## src/rtl/wave_record.sv

```systemverilog
`default_nettype none
// +----------------------------------------------------------------------------+
// | wave_record : mono PCM capture into a canonical 44-byte RIFF/WAVE file      |
// | Optional 8-bit unsigned format: define WAVE_REC_8BIT_EN (adds I_BITS8).     |
// | Revision: 1.0                                                              |
// +----------------------------------------------------------------------------+
module wave_record #(
  parameter logic [31:0] SAMPLE_RATE = 32'd48000,
  parameter logic [16:0] MAX_DATA    = 17'd131028
) (
  input  logic        I_CLK,
  input  logic        I_RSTn,
`ifdef WAVE_REC_8BIT_EN
  input  logic        I_BITS8,
`endif
  input  logic        I_START,
  input  logic        I_STOP,
  input  logic [16:0] I_BASE_ADDR,
  input  logic [15:0] I_SMP,
  input  logic        I_SMP_VALID,
  input  logic        I_WR_RDY,
  output logic [16:0] O_WR_ADDR,
  output logic [7:0]  O_WR_DATA,
  output logic        O_WR_EN,
  output logic        O_BUSY,
  output logic        O_DONE,
  output logic        O_OVERRUN,
  output logic [16:0] O_LEN
);

  localparam logic [31:0] c_BYTE_RATE_16 = SAMPLE_RATE * 32'd2;

  typedef enum logic [2:0] {
    S_IDLE = 3'd0,
    S_HDR  = 3'd1,
    S_DATA = 3'd2,
    S_FIX  = 3'd3,
    S_DONE = 3'd4
  } state_t;

  state_t      r_state, w_next;
  logic        r_start_d;
  logic [16:0] r_base, r_cnt, r_len;
  logic [5:0]  r_off;
  logic [15:0] r_hold;
  logic        r_hold_valid, r_hold_hi, r_overrun;

  logic        w_start_edge, w_at_max, w_leave, w_accept, w_bits8;
  logic        w_wr_en;
  logic [16:0] w_wr_addr;
  logic [7:0]  w_wr_data;
  logic [31:0] w_fix_word;

`ifdef WAVE_REC_8BIT_EN
  logic r_bits8;
  always_ff @(posedge I_CLK or negedge I_RSTn) begin
    if (!I_RSTn)
      r_bits8 <= 1'b0;
    else if (r_state == S_IDLE && w_start_edge)
      r_bits8 <= I_BITS8;
  end
  assign w_bits8 = r_bits8;
`else
  assign w_bits8 = 1'b0;
`endif

  function automatic logic [7:0] hdr_byte(input logic [5:0] off, input logic b8);
    logic [31:0] br;
    br = b8 ? SAMPLE_RATE : c_BYTE_RATE_16;
    case (off)
      6'd0:  hdr_byte = 8'h52;
      6'd1:  hdr_byte = 8'h49;
      6'd2:  hdr_byte = 8'h46;
      6'd3:  hdr_byte = 8'h46;
      6'd8:  hdr_byte = 8'h57;
      6'd9:  hdr_byte = 8'h41;
      6'd10: hdr_byte = 8'h56;
      6'd11: hdr_byte = 8'h45;
      6'd12: hdr_byte = 8'h66;
      6'd13: hdr_byte = 8'h6D;
      6'd14: hdr_byte = 8'h74;
      6'd15: hdr_byte = 8'h20;
      6'd16: hdr_byte = 8'h10;
      6'd20: hdr_byte = 8'h01;
      6'd22: hdr_byte = 8'h01;
      6'd24: hdr_byte = SAMPLE_RATE[7:0];
      6'd25: hdr_byte = SAMPLE_RATE[15:8];
      6'd26: hdr_byte = SAMPLE_RATE[23:16];
      6'd27: hdr_byte = SAMPLE_RATE[31:24];
      6'd28: hdr_byte = br[7:0];
      6'd29: hdr_byte = br[15:8];
      6'd30: hdr_byte = br[23:16];
      6'd31: hdr_byte = br[31:24];
      6'd32: hdr_byte = b8 ? 8'd1 : 8'd2;
      6'd34: hdr_byte = b8 ? 8'd8 : 8'd16;
      6'd36: hdr_byte = 8'h64;
      6'd37: hdr_byte = 8'h61;
      6'd38: hdr_byte = 8'h74;
      6'd39: hdr_byte = 8'h61;
      default: hdr_byte = 8'h00;
    endcase
  endfunction

  assign w_start_edge = I_START & ~r_start_d;
  assign w_at_max     = (r_cnt == MAX_DATA);
  // A pending sample is flushed before stopping, except when the buffer is full.
  assign w_leave      = (r_state == S_DATA) && (w_at_max || (I_STOP && !r_hold_valid));
  assign w_accept     = w_wr_en & I_WR_RDY;
  assign w_fix_word   = r_off[2] ? {15'd0, r_cnt} : ({15'd0, r_cnt} + 32'd36);

  always_ff @(posedge I_CLK or negedge I_RSTn) begin
    if (!I_RSTn)
      r_state <= S_IDLE;
    else
      r_state <= w_next;
  end

  always_comb begin
    w_next    = r_state;
    w_wr_en   = 1'b0;
    w_wr_addr = r_base;
    w_wr_data = 8'h00;
    case (r_state)
      S_IDLE: begin
        if (w_start_edge) w_next = S_HDR;
      end
      S_HDR: begin
        w_wr_en   = 1'b1;
        w_wr_addr = r_base + {11'd0, r_off};
        w_wr_data = hdr_byte(r_off, w_bits8);
        if (I_WR_RDY && r_off == 6'd43) w_next = S_DATA;
      end
      S_DATA: begin
        w_wr_en   = r_hold_valid && !w_at_max;
        w_wr_addr = r_base + 17'd44 + r_cnt;
        if (w_bits8)
          w_wr_data = r_hold[15:8] ^ 8'h80;
        else
          w_wr_data = r_hold_hi ? r_hold[15:8] : r_hold[7:0];
        if (w_leave) w_next = S_FIX;
      end
      S_FIX: begin
        // Index 0-3 patches the RIFF size, 4-7 the data-chunk size.
        w_wr_en   = 1'b1;
        w_wr_addr = r_base + (r_off[2] ? 17'd36 : 17'd4) + {14'd0, r_off[2:0]};
        w_wr_data = w_fix_word[{r_off[1:0], 3'b000} +: 8];
        if (I_WR_RDY && r_off[2:0] == 3'd7) w_next = S_DONE;
      end
      S_DONE: w_next = S_IDLE;
      default: w_next = S_IDLE;
    endcase
  end

  always_ff @(posedge I_CLK or negedge I_RSTn) begin
    if (!I_RSTn) begin
      r_start_d    <= 1'b0;
      r_base       <= 17'd0;
      r_cnt        <= 17'd0;
      r_len        <= 17'd0;
      r_off        <= 6'd0;
      r_hold       <= 16'd0;
      r_hold_valid <= 1'b0;
      r_hold_hi    <= 1'b0;
      r_overrun    <= 1'b0;
    end else begin
      r_start_d <= I_START;
      case (r_state)
        S_IDLE: begin
          if (w_start_edge) begin
            r_base       <= I_BASE_ADDR;
            r_len        <= 17'd0;
            r_overrun    <= 1'b0;
            r_off        <= 6'd0;
            r_cnt        <= 17'd0;
            r_hold_valid <= 1'b0;
            r_hold_hi    <= 1'b0;
          end
        end
        S_HDR: begin
          if (w_accept) begin
            if (r_off == 6'd43) begin
              r_off <= 6'd0;
              r_cnt <= 17'd0;
            end else begin
              r_off <= r_off + 6'd1;
            end
          end
        end
        S_DATA: begin
          if (I_SMP_VALID && r_hold_valid) r_overrun <= 1'b1;
          if (w_leave) begin
            r_hold_valid <= 1'b0;
            r_hold_hi    <= 1'b0;
            r_off        <= 6'd0;
          end else begin
            if (w_accept) begin
              r_cnt <= r_cnt + 17'd1;
              if (w_bits8 || r_hold_hi) begin
                r_hold_valid <= 1'b0;
                r_hold_hi    <= 1'b0;
              end else begin
                r_hold_hi <= 1'b1;
              end
            end
            if (I_SMP_VALID && !r_hold_valid) begin
              r_hold       <= I_SMP;
              r_hold_valid <= 1'b1;
            end
          end
        end
        S_FIX: begin
          if (w_accept) begin
            r_off <= r_off + 6'd1;
            if (r_off[2:0] == 3'd7) r_len <= r_cnt;
          end
        end
        default: ;
      endcase
    end
  end

  assign O_WR_EN   = w_wr_en;
  assign O_WR_ADDR = w_wr_addr;
  assign O_WR_DATA = w_wr_data;
  assign O_BUSY    = (r_state != S_IDLE);
  assign O_DONE    = (r_state == S_DONE);
  assign O_OVERRUN = r_overrun;
  assign O_LEN     = r_len;

endmodule
`default_nettype wire

```

## config.mk

```make
export PLATFORM = sky130hd
export DESIGN_NAME = wave_record
export DESIGN_NICKNAME = d
export VERILOG_FILES = /design/src/rtl/wave_record.sv
export SDC_FILE = /design/constraint.sdc
export NUM_CORES = 1
export LEC_CHECK = 0
export BUFFER_PORTS_ARGS = -buffer_cell sky130_fd_sc_hd__buf_2
export CORE_MARGIN = 4
export CORE_UTILIZATION = 50
export CTS_BUF_LIST = sky130_fd_sc_hd__clkbuf_16
export CTS_CLUSTER_DIAMETER = 100
export CTS_CLUSTER_SIZE = 24
export DETAILED_ROUTE_END_ITERATION = 16
export GPL_TIMING_DRIVEN = 1
export PLACE_DENSITY_LB_ADDON = 0.2
export SLEW_MARGIN = 20
export SYNTH_ARGS = -nofsm -noshare
export SYNTH_HDL_FRONTEND = slang
export SYNTH_SLANG_ARGS = --single-unit
```

## constraint.sdc

```tcl
create_clock -name I_CLK -period 3.9 [get_ports I_CLK]
set_input_delay 0.78 -clock I_CLK [delete_from_list [all_inputs] [get_ports I_CLK]]
set_output_delay 0.78 -clock I_CLK [all_outputs]
set_load 0.005 [all_outputs]
```

Word level (Yosys, flattened, before mapping). Cells that the tools add are included.

Flip-flop bits (word level): 80. Latch bits: 0. Bits in writable memories: 0. Bits in read-only memories: 0. Input bits: 39. Output and inout port bits: 46. Word-level logic and storage cells: 139. Memories: 0.

$add $sub $neg: 8. $mul: 0. Divide/modulo/power cells: 0. Magnitude comparators: 0. Equal/unequal tests: 45. Shifts and indexed selects: 1. Muxes and demuxes: 39. Bitwise logic cells: 4. Reduce and logical (&&, ||, !) cells: 32.

Operator list (number): $pmux 8 s19 (1); $mux 17 (7); $pmux 17 s3 (2); $eq 6x4->1 const B (8); $eq 6x5->1 const B (7); $eq 6x6->1 const B (7); $mux 6 (6); $add 17x6->17 (2); $pmux 17 s2 (1); $shiftx 32x6->8 (1); $pmux 6 s4 (1); $pmux 8 s3 (1); $ne 2x2->1 const B (10); $add 17x6->18 const B (1); $mux 18 (1); $add 17x1->17 const B (1); $add 17x17->17 (1); $add 17x3->17 (1); $add 17x6->17 const B (1); $eq 17x17->1 const B (1); $eq 6x2->1 const B (2); $mux 3 (4); $pmux 3 s4 (1); $reduce_and 4->1 (3); 27 further kinds (58).

Depth between registers and ports, before layout.
Depth in word-level cells: 9. Gate-level depth with buffers: 11. Gate-level depth less buffers: 10.

Worst setup path before layout. Ideal clock, no wire load.

Kind: register to output. Start point: reg r_off[2]. End point: out O_WR_ADDR[13]. Data arrival time: 2712 ps. Required time: 3120 ps. Path slack: 408 ps. Cell stages (with the launch flop): 12. Buffers on the path: 1. Path through: dfrtp_1 inv_1 ha_1 inv_1 fa_1 a21o_1 a41o_1 clkbuf_1 and3_1 o22ai_1 o21ai_0 a211o_1.

Longest elaborated chain between the ends: 4. Elaborated cells between the ends (all ways): 5. Classes of those cells: add/sub (3); mux (2).

Ends and longest elaborated chain: start: declaration (line 44) `logic [5:0] r_off;`; start signal: assignment (line 185) `r_off <= r_off + 6'd1;`; start signal: assignment (line 213) `r_off <= r_off + 6'd1;`; $mux 6 (line 145) `w_wr_addr = r_base + (r_off[2] ? 17'd36 : 17'd4) + {14'd0, r_off[2:0]};`; $add 17x6->17 (line 145); $add 17x3->17 (line 145); $pmux 17 s3 (*) (line 123) `case (r_state)`; end: declaration (line 22) `output logic [16:0] O_WR_ADDR,`.

Every way passes the cells marked *; elsewhere a longest branch is shown, timed or not.

Worst setup path in the final report.
Start point: reg r_base[1]. End point: out O_WR_ADDR[15].

Longest elaborated chain between the ends: 3. Elaborated cells between the ends (all ways): 6. Classes of those cells: add/sub (5); mux (1).

Ends and longest elaborated chain: start: declaration (line 43) `logic [16:0] r_base, r_cnt, r_len;`; start signal: assignment (line 157) `r_base <= 17'd0;`; start signal: assignment (line 170) `r_base <= I_BASE_ADDR;`; $add 17x6->17, on equally long branches (line 145, 135); $add 17x3->17 / $add 17x17->17 (equally long branches) (line 145, 135); $pmux 17 s3 (*) (line 123).

Marked as above.

==> impl_results.md <==
* CTS HTree Levels at 3
* Post-synth top area cell: dfrtp_1
* Top-count cell post-synth: nand2_1
* Worst path max stage delay at 0.42 ns
* Antenna violations before repair at 0
* Core ar. at approximately 13,000 µm²
* Crit end category: primary output
* Sequential fraction of the synthesis area at 29.6%
* CTS Buf Count at 9
* Worst slack at placement at approximately 0.30 ns
* Worst-Skew Late Latency at ~0.35 ns
* # fillers at approximately 1,300
* N_diodes at 0
* Minimum period implied by the final worst setup slack at 3.81 ns
* Synthesized net count at 942
* Status: finished, final reports clean
* Highest clock rate at approximately 260 MHz
* Critical path class: reg2out
* Max rail drop VDD at approximately 0.36 mV
* Arrival time worst endpoint at between 3 and 4 ns
* Unrepaired setup endpoints after global routing: yes
* Crit Path Max Fanout at 4
* PD cells at around 770 nW/µm²
* Ports at 85
* Top cell type's share of synthesized area at 29.6%
* PortBufs at between 80 and 90
* Starting Density at between 50% and 60%
* Tot GR Track Use at 25.9%
* Synth top cells by count: nand2_1 (101), o21ai_0 (81), dfrtp_1 (80), a21oi_1 (62), nor2_1 (53)
* Synth cell types at 62
* R2r endpoint: r_cnt[9]
* Clock-pin slew on the worst setup and hold paths at about 0.070 ns
* Slowest-stage cell, CP: dfrtp_1
* Worst path depth at 11
* Hold Fails Final Rpt at 0
* Via count at ~6,700
* Synthesized netlist cell count at roughly 850
* Initial detailed-routing violation count at 700
* CP Launch Point: r_base[1]
* Cell Count, Final, Fillers Out at around 1,100
* Max-Cap Viols at 0
* Tcrit/Tclk final at a little over nine tenths
* NumNets Final at 1,034
* Area contributors post-synth: dfrtp_1 (30%), ha_1 (9.6%), o21ai_0 (6.0%)
* Drt pass-1 iters at 5
* Root buffer cell: clkbuf_16
* Vias in the first global route at roughly 6,300
* Critical path buffers and inverters at 2
* Fin Clk Skew at between 0.007 and 0.008 ns
* Ratio of cells with drive above 1 in the final layout at between 20% and 30%
* Critical Path RT at about 3.1 ns
* DRC at 0
* Chip width at ~120 µm
* Async SR Flop Fraction at 100%
* Largest net degree at the start of global routing at 81
* Top FF cell, synth: dfrtp_1
* Final Max Slew Viols at 0
* R2R Path Start: r_off[0]
* Endpoints failing setup at 0
* Routed wire per std cell at ~18 µm
* Detailed placement HPWL at between 10,000 and 15,000 µm
* First-pass GRT wire length at about 33,000 µm
* Routed vias/inst at roughly 6
* Worst hold path class: in2async
* Drt total wl at between 20,000 and 25,000 µm
* Die Span Y at around 120 µm
* Crit path cell chain: ha_1 > ha_2 > inv_1 > fa_2 > nor2b_1 > o31ai_2 > a21oi_2 > o32a_1 > xor2_1 > a221o_1 > buf_2
* Avg Cell Area, Syn at 7.99 µm²
* Clk sinks at 80
* Antenna-violating nets left at 0
* Yosys reg bits at 80
* Post-synth EDFFs at 0
* R2R Setup Slk at about 0.94 ns
* Crit path to: O_WR_ADDR[15]
* Grt ovf at 0
* Synthesis Warnings at 0
* Area delta synth->final at 17.7%
* Slew @ Worst Pin at between 0.9 and 1 ns
* Setup WS post-layout at ~0.09 ns
* Placed Cells at between 1,000 and 1,500
* Lkg Pwr at 3.66 nW
* Synthesized cell area at around 6800 µm²
* Util after Layout at between 60% and 70%
* Critical Path Source Type: register
* Delay-heaviest family, CP: compound AO/OA/AOI/OAI gates
* Num rows at 42
* R2r worst-path depth at 8
* CTS tree: done
* Die ar. at ~15,000 µm²
* Worst slew margin at around 37%
* Clock buffer depth at 2
* Global placement routability congestion at between 0.9 and 1
==> what timing repair did <==
action | CTS | global route
hold buffers | 0 | 0
gates resized for setup | 6 | 20
endpoints found under the setup margin | 4 | 10
buffers inserted | 0 | 7
pin swaps | 0 | 8
==> metrics by stage <==
step                setup TNS, ns  power (mW)  hold WS [ns]  cell area (µm²)
floorplan                       0        3.77         0.475             6760
global placement                0        5.01         0.483             7500
detailed placement              0        5.03         0.494             7500
CTS                             0        5.96         0.510             7830
global route               -0.199        6.65         0.525             7960
finish                          0        6.14         0.454             7960
==> worst min-delay path by stage <==
stage          cells after the start  slack (ns)          to
3_5_place_dp                       1        0.49   r_hold[5]
3_3_place_gp                       2        0.48   O_OVERRUN
5_1_grt                            1        0.52   r_hold[5]
4_1_cts                            1        0.51  r_hold[14]
6_report                           1        0.45   r_base[2]
2_1_floorplan                      1        0.47  r_hold[12]
==> state kept, by name, indices dropped and copies added, names as in the netlist <==
register and count:
r_state 3, r_start_d 1, r_off 6, r_cnt 17, r_hold_hi 1, r_hold 16
r_base 17, O_OVERRUN 1, r_hold_valid 1, O_LEN 17
==> layout by cell type, fill, tap and decap left out, types with 8 or more instances in the layout <==
master	synthesis	final
nand2b_1	15	15
nor3_1	20	20
inv_1	51	51
xor2_1	16	16
nand4_1	8	8
o31ai_1	11	10
o21ai_0	81	80
nor2b_1	11	11
xnor2_1	21	21
buf_2	9	83
o211ai_1	13	13
nand2_1	101	101
ha_1	52	47
nor2_1	53	52
clkbuf_16	0	9
a21oi_1	62	58
buf_4	2	47
dfrtp_1	80	78
mux2_2	23	23
nand3_1	43	43
a21o_1	10	10
a31oi_1	12	11
or3_1	9	9
mux2i_1	10	10
==> cell type report <==
| class | instances | area (µm²) | share of cell area, % |
|---|---|---|---|
| multi-input cells | 666 | 4470 | 56.1 |
| flip-flops and latches | 80 | 2000 | 25.2 |
| repair buffers | 131 | 779 | 9.79 |
| clock buffers | 9 | 225 | 2.83 |
| well taps | 176 | 220 | 2.77 |
| inverters | 51 | 191 | 2.40 |
| clock inverters | 7 | 71.3 | 0.896 |
==> routing by layer <==
metal | up-vias | GRT usage, % | share of wire (%)
met5 | - | 0 | 0
met4 | 0 | 8.70 | 3.1
met3 | 55 | 5.10 | 7.0
met2 | 268 | 38.7 | 44
met1 | 3159 | 37.4 | 46
li1 | 3220 | - | -
==> worst register-to-register path: stages, from the launching register on <==
cell and delay, ns:
dfrtp_1 0.36, buf_4 0.25, ha_1 0.44, nand4b_1 0.18, or4_4 0.55, a21oi_4 0.22
o21ai_2 0.21, or4_1 0.53, a21oi_1 0.14
==> cell families after synthesis <==
kind of cell / count (synthesis) / synth area share (%)
fa+ha+maj: 56 / 10.8
xor+xnor: 37 / 4.79
simple gates: 294 / 21.0
compound gates: 246 / 22.6
mux: 33 / 5.31
buf+inv: 101 / 5.88
flops: 80 / 29.6
==> where the power goes <==
| group | leakage [nW] | total (mW) | switching [mW] | internal [mW] |
|---|---|---|---|---|
| Clock | 0.145 | 0.876 | 0.378 | 0.498 |
| Combinational | 2.47 | 3.84 | 2.21 | 1.63 |
| Sequential | 1.04 | 1.42 | 0.294 | 1.13 |
No activity file was read; power rests on OpenSTA's default activity.
